File: src/rtl/addc_sched_pkg.sv
// Shared definitions for the ADDC scheduler: datapath widths, FSM states
// and a small wrap-around helper for the round-robin pointer.
package addc_sched_pkg;

  localparam int DQ_W  = 16;  // sign-magnitude quantized difference
  localparam int SEZ_W = 15;  // two's complement partial signal estimate

  typedef enum logic [1:0] {
    IDLE = 2'd0,
    EXEC = 2'd1,
    WB   = 2'd2
  } state_e;

  // Channel after ch, wrapping from n-1 back to 0.
  function automatic int next_ch(input int ch, input int n);
    return (ch + 1 >= n) ? 0 : ch + 1;
  endfunction

endpackage

File: src/rtl/addc_sched_if.sv
// Bundle of request, operand, shared-ADDC and result signals between the
// scheduler (slave) and the surrounding channel/ADDC logic (master).
interface addc_sched_if
  import addc_sched_pkg::*;
#(
  parameter int NCH = 4,
  parameter int CW  = $clog2(NCH)
) ();

  // channel side
  logic [NCH-1:0]       req;
  logic [DQ_W*NCH-1:0]  dq_in;
  logic [SEZ_W*NCH-1:0] sez_in;
  logic [NCH-1:0]       ack;
  logic [NCH-1:0]       hist_clr;

  // shared ADDC unit
  logic [DQ_W-1:0]      addc_dq;
  logic [SEZ_W-1:0]     addc_sez;
  logic                 addc_pk0;
  logic                 addc_sigpk;

  // result handshake
  logic                 res_valid;
  logic                 res_ready;
  logic [CW-1:0]        res_ch;
  logic                 res_pk0;
  logic                 res_pk1;
  logic                 res_pk2;
  logic                 res_sigpk;
  logic                 busy;

  modport slave (
    input  req, dq_in, sez_in, hist_clr, addc_pk0, addc_sigpk, res_ready,
    output ack, addc_dq, addc_sez, res_valid, res_ch,
           res_pk0, res_pk1, res_pk2, res_sigpk, busy
  );

  modport master (
    output req, dq_in, sez_in, hist_clr, addc_pk0, addc_sigpk, res_ready,
    input  ack, addc_dq, addc_sez, res_valid, res_ch,
           res_pk0, res_pk1, res_pk2, res_sigpk, busy
  );

endinterface

File: src/rtl/addc_sched_rr_arb.sv
// Combinational round-robin selector: first set request at or above the
// pointer, wrapping from the top channel back to channel 0.
module addc_sched_rr_arb #(
  parameter int NCH = 4,
  parameter int CW  = $clog2(NCH)
) (
  input  logic [NCH-1:0] req_i,
  input  logic [CW-1:0]  ptr_i,
  output logic [NCH-1:0] grant_o,
  output logic [CW-1:0]  idx_o,
  output logic           any_o
);

  logic [2*NCH-1:0] dbl;
  logic [NCH-1:0]   rot;
  logic [CW-1:0]    off;
  logic [CW:0]      sum;

  // Rotate so the pointer channel sits at bit 0; a plain priority search
  // on the rotated vector then gives the wrap-around order.
  assign dbl = {req_i, req_i};
  assign rot = NCH'(dbl >> ptr_i);

  // Lowest set bit of the rotated vector is the offset from the pointer.
  always_comb begin
    off   = '0;
    any_o = 1'b0;
    for (int k = NCH - 1; k >= 0; k--) begin
      if (rot[k]) begin
        off   = CW'(k);
        any_o = 1'b1;
      end
    end
  end

  // Undo the rotation: pointer + offset modulo NCH.
  assign sum   = {1'b0, ptr_i} + {1'b0, off};
  assign idx_o = (sum >= (CW+1)'(NCH)) ? CW'(sum - (CW+1)'(NCH)) : CW'(sum);

  genvar gi;
  for (gi = 0; gi < NCH; gi++) begin : g_grant
    assign grant_o[gi] = any_o && (idx_o == CW'(gi));
  end

endmodule

File: src/rtl/addc_sched.sv
// Time-multiplexes one ADDC unit across NCH ADPCM channels: grant a channel,
// present its operands for one cycle, capture PK0/SIGPK with the channel's
// PK1/PK2 history, and hand the result out on a valid/ready handshake.
module addc_sched
  import addc_sched_pkg::*;
#(
  parameter int NCH = 4,
  parameter int CW  = $clog2(NCH)
) (
  input  logic         clk,
  input  logic         rst_n,
  addc_sched_if.slave  bus
);

  state_e             state_q;
  logic [CW-1:0]      rr_q;
  logic [CW-1:0]      ch_q;
  logic [DQ_W-1:0]    op_dq_q;
  logic [SEZ_W-1:0]   op_sez_q;
  logic               res_valid_q;
  logic               pk0_q;
  logic               sigpk_q;
  logic               pk1_q;
  logic               pk2_q;
  logic               busy_q;
  logic               hist_pk1_q [NCH];
  logic               hist_pk2_q [NCH];

  logic [NCH-1:0]     grant;
  logic [CW-1:0]      g_idx;
  logic               g_any;
  logic [DQ_W-1:0]    dq_lane  [NCH];
  logic [SEZ_W-1:0]   sez_lane [NCH];

  addc_sched_rr_arb #(.NCH(NCH), .CW(CW)) u_arb (
    .req_i   (bus.req),
    .ptr_i   (rr_q),
    .grant_o (grant),
    .idx_o   (g_idx),
    .any_o   (g_any)
  );

  genvar gi;
  for (gi = 0; gi < NCH; gi++) begin : g_lane
    assign dq_lane[gi]  = bus.dq_in[gi*DQ_W +: DQ_W];
    assign sez_lane[gi] = bus.sez_in[gi*SEZ_W +: SEZ_W];
  end

  // Scheduler FSM: grant in IDLE, sample the shared unit in EXEC, hold the
  // result in WB until the consumer takes it.
  always_ff @(posedge clk or negedge rst_n) begin
    if (!rst_n) begin
      state_q     <= IDLE;
      rr_q        <= '0;
      ch_q        <= '0;
      op_dq_q     <= '0;
      op_sez_q    <= '0;
      res_valid_q <= 1'b0;
      pk0_q       <= 1'b0;
      sigpk_q     <= 1'b0;
      pk1_q       <= 1'b0;
      pk2_q       <= 1'b0;
      busy_q      <= 1'b0;
    end else begin
      case (state_q)
        IDLE: begin
          if (g_any) begin
            op_dq_q  <= dq_lane[g_idx];
            op_sez_q <= sez_lane[g_idx];
            ch_q     <= g_idx;
            busy_q   <= 1'b1;
            state_q  <= EXEC;
          end
        end
        EXEC: begin
          pk0_q       <= bus.addc_pk0;
          sigpk_q     <= bus.addc_sigpk;
          pk1_q       <= hist_pk1_q[ch_q];
          pk2_q       <= hist_pk2_q[ch_q];
          res_valid_q <= 1'b1;
          state_q     <= WB;
        end
        WB: begin
          if (bus.res_ready) begin
            res_valid_q <= 1'b0;
            rr_q        <= CW'(next_ch(int'(ch_q), NCH));
            busy_q      <= 1'b0;
            state_q     <= IDLE;
          end
        end
        default: begin
          state_q <= IDLE;
          busy_q  <= 1'b0;
        end
      endcase
    end
  end

  // Per-channel sign history; a clear overrides a coincident EXEC shift.
  for (gi = 0; gi < NCH; gi++) begin : g_hist
    always_ff @(posedge clk or negedge rst_n) begin
      if (!rst_n) begin
        hist_pk1_q[gi] <= 1'b0;
        hist_pk2_q[gi] <= 1'b0;
      end else if (bus.hist_clr[gi]) begin
        hist_pk1_q[gi] <= 1'b0;
        hist_pk2_q[gi] <= 1'b0;
      end else if (state_q == EXEC && ch_q == CW'(gi)) begin
        hist_pk2_q[gi] <= hist_pk1_q[gi];
        hist_pk1_q[gi] <= bus.addc_pk0;
      end
    end
  end

  // The grant is acknowledged in the same IDLE cycle it is decided, so the
  // requester's operands only need to be valid in that cycle.
  assign bus.ack       = (rst_n && state_q == IDLE) ? grant : '0;
  assign bus.addc_dq   = op_dq_q;
  assign bus.addc_sez  = op_sez_q;
  assign bus.res_valid = res_valid_q;
  assign bus.res_ch    = ch_q;
  assign bus.res_pk0   = pk0_q;
  assign bus.res_pk1   = pk1_q;
  assign bus.res_pk2   = pk2_q;
  assign bus.res_sigpk = sigpk_q;
  assign bus.busy      = busy_q;

endmodule

File: src/flat_wrapper.sv
// flat-port wrapper written by rule: the top's interface ports become plain ports
module addc_sched_flat import addc_sched_pkg::*;
#(
  parameter int NCH = 4,
  parameter int CW  = $clog2(NCH)
)
  (clk, rst_n, bus_req, bus_dq_in, bus_sez_in, bus_hist_clr, bus_addc_pk0, bus_addc_sigpk, bus_res_ready, bus_ack, bus_addc_dq, bus_addc_sez, bus_res_valid, bus_res_ch, bus_res_pk0, bus_res_pk1, bus_res_pk2, bus_res_sigpk, bus_busy);
  addc_sched_if #(.NCH(NCH), .CW(CW)) bus_i ();
  input  logic clk;
  input  logic rst_n;
  input wire logic [$bits(bus_i.req)-1:0] bus_req;
  input wire logic [$bits(bus_i.dq_in)-1:0] bus_dq_in;
  input wire logic [$bits(bus_i.sez_in)-1:0] bus_sez_in;
  input wire logic [$bits(bus_i.hist_clr)-1:0] bus_hist_clr;
  input wire logic [$bits(bus_i.addc_pk0)-1:0] bus_addc_pk0;
  input wire logic [$bits(bus_i.addc_sigpk)-1:0] bus_addc_sigpk;
  input wire logic [$bits(bus_i.res_ready)-1:0] bus_res_ready;
  output wire logic [$bits(bus_i.ack)-1:0] bus_ack;
  output wire logic [$bits(bus_i.addc_dq)-1:0] bus_addc_dq;
  output wire logic [$bits(bus_i.addc_sez)-1:0] bus_addc_sez;
  output wire logic [$bits(bus_i.res_valid)-1:0] bus_res_valid;
  output wire logic [$bits(bus_i.res_ch)-1:0] bus_res_ch;
  output wire logic [$bits(bus_i.res_pk0)-1:0] bus_res_pk0;
  output wire logic [$bits(bus_i.res_pk1)-1:0] bus_res_pk1;
  output wire logic [$bits(bus_i.res_pk2)-1:0] bus_res_pk2;
  output wire logic [$bits(bus_i.res_sigpk)-1:0] bus_res_sigpk;
  output wire logic [$bits(bus_i.busy)-1:0] bus_busy;
  assign bus_i.req = bus_req;
  assign bus_i.dq_in = bus_dq_in;
  assign bus_i.sez_in = bus_sez_in;
  assign bus_i.hist_clr = bus_hist_clr;
  assign bus_i.addc_pk0 = bus_addc_pk0;
  assign bus_i.addc_sigpk = bus_addc_sigpk;
  assign bus_i.res_ready = bus_res_ready;
  assign bus_ack = bus_i.ack;
  assign bus_addc_dq = bus_i.addc_dq;
  assign bus_addc_sez = bus_i.addc_sez;
  assign bus_res_valid = bus_i.res_valid;
  assign bus_res_ch = bus_i.res_ch;
  assign bus_res_pk0 = bus_i.res_pk0;
  assign bus_res_pk1 = bus_i.res_pk1;
  assign bus_res_pk2 = bus_i.res_pk2;
  assign bus_res_sigpk = bus_i.res_sigpk;
  assign bus_busy = bus_i.busy;
  addc_sched #(.NCH(NCH), .CW(CW)) u_core (.clk(clk), .rst_n(rst_n), .bus(bus_i));
endmodule
File: config.mk
export PLATFORM = sky130hd
export DESIGN_NAME = addc_sched_flat
export DESIGN_NICKNAME = d
export VERILOG_FILES = /design/src/rtl/addc_sched_pkg.sv /design/src/rtl/addc_sched_if.sv /design/src/rtl/addc_sched_rr_arb.sv /design/src/rtl/addc_sched.sv /design/src/flat_wrapper.sv
export SDC_FILE = /design/constraint.sdc
export NUM_CORES = 1
export LEC_CHECK = 0
export ABC_CLOCK_PERIOD_IN_PS = 3100
export BUFFER_PORTS_ARGS = -buffer_cell sky130_fd_sc_hd__buf_2
export CAP_MARGIN = 25
export CORE_MARGIN = 8
export CORE_UTILIZATION = 46
export DETAILED_ROUTE_END_ITERATION = 7
export PLACE_DENSITY = 0.85
export SLEW_MARGIN = 10
export SYNTH_ARGS = -nofsm -noshare
export SYNTH_HDL_FRONTEND = slang
export SYNTH_SLANG_ARGS = --single-unit
File: constraint.sdc
create_clock -name clk -period 3.1 [get_ports clk]
set_input_delay 0.31 -clock clk [delete_from_list [all_inputs] [get_ports clk]]
set_output_delay 0.31 -clock clk [all_outputs]
set_load 0.03 [all_outputs]
# Yosys cells after proc, flatten, opt, wreduce, memory -nomap -nowiden
# Cells that the tools add are included.
# op_classes
reduce_logical	22
n_lt_le_gt_ge	4
mux	46
shifts	1
add_sub_neg	3
n_bitwise	3
n_eq_ne	10
# ops
op	n
$bmux W16 S2	1
$mux W16	2
$bmux W15 S2	1
$mux W15	2
$mux W1	26
$mux W2	8
$ge A3 B3 Y1 const B	4
$eq A2 B2 Y1 const B	5
$reduce_bool A2 Y1	5
$logic_and A1 B1 Y1	9
$reduce_and A2 Y1	4
$shr A8 B2 Y4	1
$eq A2 B1 Y1 const B	3
$logic_not A2 Y1	3
$not A2 Y3	2
$pmux W2 S3	1
$bmux W1 S2	2
$mux W4	1
$ne A2 B2 Y1 const B	2
$add A2 B1 Y3 const B	1
$add A2 B2 Y3	1
$pmux W1 S3	1
$reduce_and A3 Y1	1
$pmux W1 S2	1
other kinds (2)	2
# totals
regBits	51
output_inout_bits	43
elab_cells	108

# Logic depth before layout (Yosys ltp)
# Gate-level depths: netlist (run 1).
# depth
word_depth	12
mapped_depth	11
ltp_nobuf	10

# By module
# A second synthesis (run 1) with hierarchy kept.
# unflattened
cells_unflattened	291
area_unflattened_um2	3163.0
# by_module_without_submodules
mod	area_each_um2	seq_area_each_um2	n_inst	cells_per_inst
addc_sched	2901.5	1276.2	1	253
addc_sched_rr_arb	261.5	0.0	1	38

# Worst setup path after synthesis (run 1)
# OpenSTA, ideal clock, no wires.
# synth_path
kind	register -> output
startpoint	register u_core.rr_q[0]
endpoint	output bus_ack[2]
t_required_ns	2.790
arrival_time_ns	2.693
stages_incl_launch_ff	12
slack_ns	0.097
cell_sequence	dfrtp_1 buf_2 nand2b_1 o22ai_1 o21ai_0 o221ai_1 ha_1 xnor2_1 nor4_4 buf_2 nor2_1 nor3_1
# synth_between
elab_chain_len	11
# synth_lines
item	line	text
start: declaration	addc_sched.sv:16	logic [CW-1:0] rr_q;
start signal: assignment	addc_sched.sv:86	rr_q <= CW'(next_ch(int'(ch_q), NCH));
$shr A8 B2 Y4	addc_sched_rr_arb.sv:22	assign rot = NCH'(dbl >> ptr_i);
$mux W2 (4 in series)	addc_sched_rr_arb.sv:29	if (rot[k]) begin
$add A2 B2 Y3	addc_sched_rr_arb.sv:37	assign sum = {1'b0, ptr_i} + {1'b0, off};
$ge A3 B3 Y1 or $sub A2 B1 Y2 (tied branches)	addc_sched_rr_arb.sv:38	assign idx_o = (sum >= (CW+1)'(NCH)) ? CW'(sum - (CW+1)'(NCH)) : CW'(sum);
$mux W2	addc_sched_rr_arb.sv:38	
$eq A2 B2 Y1	addc_sched_rr_arb.sv:42	assign grant_o[gi] = any_o && (idx_o == CW'(gi));
$logic_and A1 B1 Y1 *	addc_sched_rr_arb.sv:42	
$mux W4 *	addc_sched.sv:117	assign bus.ack = (rst_n && state_q == IDLE) ? grant : '0;
end: declaration	flat_wrapper.sv:18	output wire logic [$bits(bus_i.ack)-1:0] bus_ack;
# Every way passes the cells marked *; elsewhere a longest branch is shown, timed or not.

# Worst setup path after layout (run 1)
# Same ends and word-level chain as after synthesis.

==> impl_metrics.yaml, run 1 <==
sta:
  hold_viol: 0
  slew_headroom_pct: 58.85
  setup-violations-final: 0
  fin_crit_ns: 2.905
  slew_violations: 0
  fin_skew_ns: 0.01490
  fmax_mhz: 344.2
  worstMarginPinSlew_ns: 0.6172
  finalWorstSetupSlack_ns: 0.1947
  period_share_pct: 93.72
detailed_routing:
  vias_per_cell: 5.603
  dr.pass1.iters: 5
  drcViolationCount: 0
  drt-wirelength-per-cell_um: 17.35
  wirelength_um: 11100
  ant_nets: 0
  first_iter_violations: 156
  via_count: 3586
setup_path:
  rr_worst_depth: 9
  crit_path_end_kind: "output pin"
  arrival_ns: 2.60
  ff2ff_setup_slack_ns: 0.53
  r2r-end: "u_core.bus.addc_dq[9]$_DFFE_PN0P_"
  worstPathRequired_ns: 2.79
  cp_max_fo: 12
  rr_startpoint: "u_core.rr_q[0]$_DFFE_PN0P_"
  critPathLaunchType: "flip-flop"
  path_class: "reg2out"
placement:
  dp_hpwl_um: 8798
  preCtsSetupSlack_ns: 0.3012
  gp_congestion: 0.8588
  placed_area_um2: 4415
  io_buffers: 179
global_routing:
  grt_max_degree: 65
  first_global_vias: 3664
  overflow: 0
  grt_pass1_wl_um: 17150
  grt.total_usage_pct: 20.38
  antenna_found_initial: 0
flow_run:
  drv_cap: 0
finish:
  finish.instance_area_um2: 4591
  layout_common_cells: "178 x buf_2, 66 x nor2b_1, 51 x nand2_1"
  layout.nets: 682
  final_common_cell: "buf_2"
  layout-drive-gt1-share_pct: 40.67
  diodes: 0
  area_growth_pct: 34.30
logic_synthesis:
  synth_area_leader_cell: "dfrtp_1"
  syn_area_per_cell_um2: 9.067
  synthTopCellsByArea: "dfrtp_1 37%, nor2b_1 12%, a2111oi_0 7.9%"
  ys.flop_type: "dfrtp_1"
  yosysTopAreaCellShare_pct: 37.34
  ys_ff_latch: 51
  netlist_instances: 377
  mappedNetlistNets: 519
  ys_seq_area_share_pct: 37.34
  ys_async_sr_fraction_pct: 100.0
  yosys_warnings: 0
  synth_cell_types: 40
  syn_area_um2: 3418
  synth_edf_count: 0
die:
  placementRows: 31
  die_w_um: 102.2
  io_pins: 180
  die_area_um2: 10450
  die_h_um: 102.2
  core-area_um2: 7214
  start_util_pct: 47.38
power_and_ir_drop:
  power_density_nw_per_um2: 1185
  p_leak_uw: 0.002110
  irDropWorstVdd_v: 0.0007934
cts:
  htree_levels: 2
  clk_latency_ns: 0.30
  cts_sinks: 51
  cts_buffer_depth: 2
  clk_pin_slew_worst_paths_ns: 0.10
  cts_tree: "yes"
  numCtsBuffers: 5
  cts_root_buffer: "clkbuf_8"
min_path:
  hold_path.class: "in2reg"
  worstHoldStart: "bus_hist_clr[3]"
  hold_path_end: "u_core.hist_pk1_q[0]$_DFFE_PN0P_"
  hold_depth: 2
outcome:
  status: "finished, final reports clean"
==> report_power, final <==
part           switching [µW]  total, µW  leakage, µW  internal [µW]
clock network             215        538    0.0000654            323
registers                 222       1190     0.000634            970
logic                    2330       3710      0.00141           1380
==> critical path, stage by stage, from the launching register on <==
cell and delay (ns):
dfrtp_2 0.44, nand2b_1 0.12, o22ai_1 0.07, o21ai_0 0.16, o221ai_1 0.19, ha_4 0.22
xor2_1 0.18, a31oi_4 0.17, buf_4 0.20, nor2_1 0.08, nor3_1 0.25, buf_4 0.21
==> layout make-up <==
cell class / instances / area, µm²
well taps: 99 / 123.9
repair buffers: 194 / 1051
clock buffers: 6 / 72.57
inverters: 6 / 22.52
flip-flops and latches: 51 / 1279
fillers: 641 / 2624
multi-input cells: 282 / 1982
clock inverters: 2 / 60.06
==> cell families (layout without fill, tap and decap cells) <==
family / count (synthesis) / in the layout / synth area share, %
adders and majority gates: 5 / 5 / 1.830
DFF: 51 / 51 / 37.34
xor gates and xnor gates: 2 / 2 / 0.5125
and+or+nand+nor: 148 / 148 / 23.54
muxes: 8 / 8 / 3.257
AOI/OAI and AO/OA: 119 / 119 / 28.07
buffers and inverters: 44 / 208 / 5.454
==> flip-flops by register name, indices dropped and copies added (netlist names), 2 cells and up <==
signal / cells
u_core.bus.addc_dq: 16
u_core.bus.addc_sez: 15
u_core.bus.res_ch: 2
u_core.hist_pk1_q: 4
u_core.hist_pk2_q: 4
u_core.rr_q: 2
u_core.state_q: 2
==> Yosys cell counts (2+ instances only) <==
cell type  number
o21a_1          2
a221oi_1       31
nor3_1          3
buf_1           2
nor2b_1        66
a2111oi_0      31
buf_2          14
mux2_2          5
clkbuf_1       21
nand2b_1        2
nand3_1        10
nor3b_1         3
o21ai_0         4
inv_1           6
nor2_1          5
o21ai_1         2
a21oi_1        10
dfrtp_1        51
o31ai_1        32
ha_1            5
o22ai_1         2
nand2_1        51
mux4_2          2
==> per-layer routing <==
layer,vias up,share of wire [%],global-route usage (%)
met4,0,2.3,6.885
met2,168,49,34.88
met1,1653,42,24.23
li1,1744,-,-
met3,21,7.3,5.109
met5,-,0,0
==> how the worst max path moves through the flow <==
| stage | startpoint | cells after the start | slack (ns) | end |
|---|---|---|---|---|
| after floorplan | u_core.rr_q[0]$_DFFE_PN0P_ | 11 | 0.1 | bus_ack[2] |
| after global placement | u_core.rr_q[0]$_DFFE_PN0P_ | 10 | 0.42 | bus_ack[2] |
| after detailed placement | u_core.rr_q[0]$_DFFE_PN0P_ | 10 | 0.30 | u_core.bus.addc_dq[5]$_DFFE_PN0P_ |
| after CTS | u_core.rr_q[0]$_DFFE_PN0P_ | 10 | 0.07 | bus_ack[2] |
| after global routing | u_core.rr_q[0]$_DFFE_PN0P_ | 11 | -0.01 | bus_ack[2] |
| final | u_core.rr_q[0]$_DFFE_PN0P_ | 11 | 0.19 | bus_ack[2] |
==> what timing repair did <==
| item | in CTS | in global routing |
|---|---|---|
| gates resized for setup | 1 | 5 |
| endpoints found under the hold margin | 16 | 0 |
| setup endpoints to repair | 1 | 4 |
| pin swaps | 0 | 1 |
| hold buffers | 1 | 0 |
| buffers inserted | 0 | 2 |
| gates cloned | 0 | 0 |
==> metrics by stage <==
| stage | hold slack, ns | TNS, ns | total power [µW] | instances | util (%) |
|---|---|---|---|---|---|
| after floorplan | 0.01441 | 0 | 3885 | 377 | - |
| after global placement | 0.2643 | 0 | 4791 | 629 | 61.20 |
| after detailed placement | 0.2776 | 0 | 4888 | 629 | 61.20 |
| after CTS | 0.1541 | 0 | 5425 | 638 | 63.20 |
| after global routing | 0.1557 | -0.01316 | 5864 | 640 | 63.63 |
| final | 0.1640 | 0 | 5440 | 640 | 63.63 |
(Power assumes the default switching activity.)
==> run 2: changes to the inputs <==
CORE_MARGIN = 2   (was 8)
==> run 2 against run 1 <==
Clock-buffer cell count increased by 2. Hold slack improved by 0.0030 ns. Register-to-register slack about the same. Largest power group unchanged. Die area decreased by 22%.
==> impl_metrics.yaml, run 2 (synthesis gave the netlist of run 1 again) <==
outcome:
  status: "finished, final reports clean"
finish:
  area_growth_pct: 34.04
  final_common_cell: "buf_2"
  layout_common_cells: "178 x buf_2, 66 x nor2b_1, 51 x nand2_1"
  diodes: 0
  final_cells: 643
  finish.instance_area_um2: 4582
  layout.nets: 685
  layout-drive-gt1-share_pct: 41.18
  largest_register_ffs: 16
setup_path:
  path_buf_inv: 2
  cpMostUsedCell: "buf_4"
  crit_path_end_kind: "output pin"
  cp_max_fo: 15
  ff2ff_setup_slack_ns: 0.53
  critPathLaunchType: "flip-flop"
  max_stage_delay_ns: 0.42
  crit_cells: 11
  cp_cell_sequence: "nand2b_1 > o22ai_1 > o21ai_1 > o221ai_2 > ha_4 > xor2_2 > a31oi_4 > buf_4 > nor2_1 > nor3_1 > buf_4"
  worstPathRequired_ns: 2.79
  rr_worst_depth: 9
  path_class: "reg2out"
  crit_slowest_cell: "dfrtp_2"
  arrival_ns: 2.49
  cpLargestDelayFamily: "compound AO/OA/AOI/OAI gates"
global_routing:
  first_global_vias: 3504
  overflow: 0
  antenna_found_initial: 0
  grt_pass1_wl_um: 16880
  grt_max_degree: 65
  grt.total_usage_pct: 25.38
sta:
  slew_violations: 0
  setup-violations-final: 0
  final.setup.tns_ns: 0
  rsz0062_at_grt: "no"
  worstMarginPinSlew_ns: 0.9866
  fin_crit_ns: 2.798
  period_share_pct: 90.26
  whs_ns: 0.1670
  fmax_mhz: 357.4
  fin_skew_ns: 0.004164
  finalWorstSetupSlack_ns: 0.3018
  hold_viol: 0
  slew_headroom_pct: 33.83
cts:
  htree_levels: 2
  cts_root_buffer: "clkbuf_8"
  cts_buffer_depth: 2
  clk_pin_slew_worst_paths_ns: 0.09
  clk_latency_ns: 0.30
  numCtsBuffers: 5
  cts_tree: "yes"
  cts_sinks: 51
placement:
  io_buffers: 179
  place_inst: 630
  placed_area_um2: 4410
  dp_hpwl_um: 7714
  preCtsSetupSlack_ns: 0.2665
  gp_congestion: 0.8433
detailed_routing:
  first_iter_violations: 194
  vias_per_cell: 5.672
  wirelength_um: 10430
  dr.pass1.iters: 5
  ant_nets: 0
  drt-wirelength-per-cell_um: 16.21
  drcViolationCount: 0
  via_count: 3647
die:
  die_h_um: 90.21
  core-area_um2: 7214
  die_w_um: 90.21
  placementRows: 31
  io_pins: 180
  die_area_um2: 8137
  start_util_pct: 47.38
min_path:
  hold_path.class: "in2reg"
  hold_depth: 2
power_and_ir_drop:
  power_density_nw_per_um2: 1176
  irDropWorstVdd_v: 0.0006956
  p_leak_uw: 0.002101
flow_run:
  drv_cap: 0
==> run 2: metrics by stage <==
stage	power, µW	utilization (%)
after floorplan	3885	-
after global placement	4793	61.13
after detailed placement	4905	61.13
after CTS	5363	62.96
after global routing	5836	63.51
final	5388	63.51
==> run 2: final cells by class <==
class / instances / area (µm²)
Inverter: 6 / 22.52
Sequential cell: 51 / 1279
Timing Repair Buffer: 196 / 1054
Fill cell: 627 / 2633
Multi-Input combinational cell: 283 / 2003
Tap cell: 99 / 123.9
Clock buffer: 8 / 100.1
==> run 2: power breakdown <==
| part | leakage, µW | internal, µW | switching [µW] | total (µW) |
|---|---|---|---|---|
| clock network | 0.0000515 | 204 | 213 | 417 |
| logic | 0.00142 | 1390 | 2400 | 3780 |
| registers | 0.000634 | 970 | 217 | 1190 |
==> run 2: path summary, 6_finish.rpt <==
kind / end / start
setup / recovery: bus_ack[2] / u_core.rr_q[0]$_DFFE_PN0P_
hold / removal: u_core.hist_pk1_q[3]$_DFFE_PN0P_ / bus_hist_clr[0]
setup reg to reg: u_core.bus.addc_sez[8]$_DFFE_PN0P_ / u_core.rr_q[0]$_DFFE_PN0P_
hold reg to reg: u_core.bus.addc_dq[6]$_DFFE_PN0P_ / u_core.bus.addc_dq[6]$_DFFE_PN0P_
max in group asynchronous: u_core.rr_q[0]$_DFFE_PN0P_ / rst_n
min in group asynchronous: u_core.bus.res_ch[1]$_DFFE_PN0P_ / rst_n
==> run 2: worst reg2reg max path, stage by stage, from the launching register on <==
cell and delay, ns:
dfrtp_2 0.42, nand2b_1 0.13, o22ai_1 0.07, o21ai_1 0.16
o221ai_2 0.14, ha_4 0.64, buf_12 0.25, nor2b_1 0.06
a2111oi_0 0.44, o31ai_1 0.13
==> run 2: routing by layer <==
| layer | global-route usage (%) | part of all wire [%] | vias up |
|---|---|---|---|
| met5 | 0 | 0 | - |
| met4 | 8.974 | 2.6 | 0 |
| met3 | 5.029 | 7.3 | 23 |
| met2 | 44.17 | 51 | 167 |
| met1 | 31.32 | 39 | 1704 |
| li1 | - | - | 1753 |
==> run 2: what timing repair did <==
item                       in CTS  in global routing
buffers inserted                0                  3
setup endpoints to repair       3                  4
hold buffers                    1                  0
gates resized for setup         2                  6
hold endpoints to repair        2                  0
cloned                          1                  0
pin swaps                       1                  2
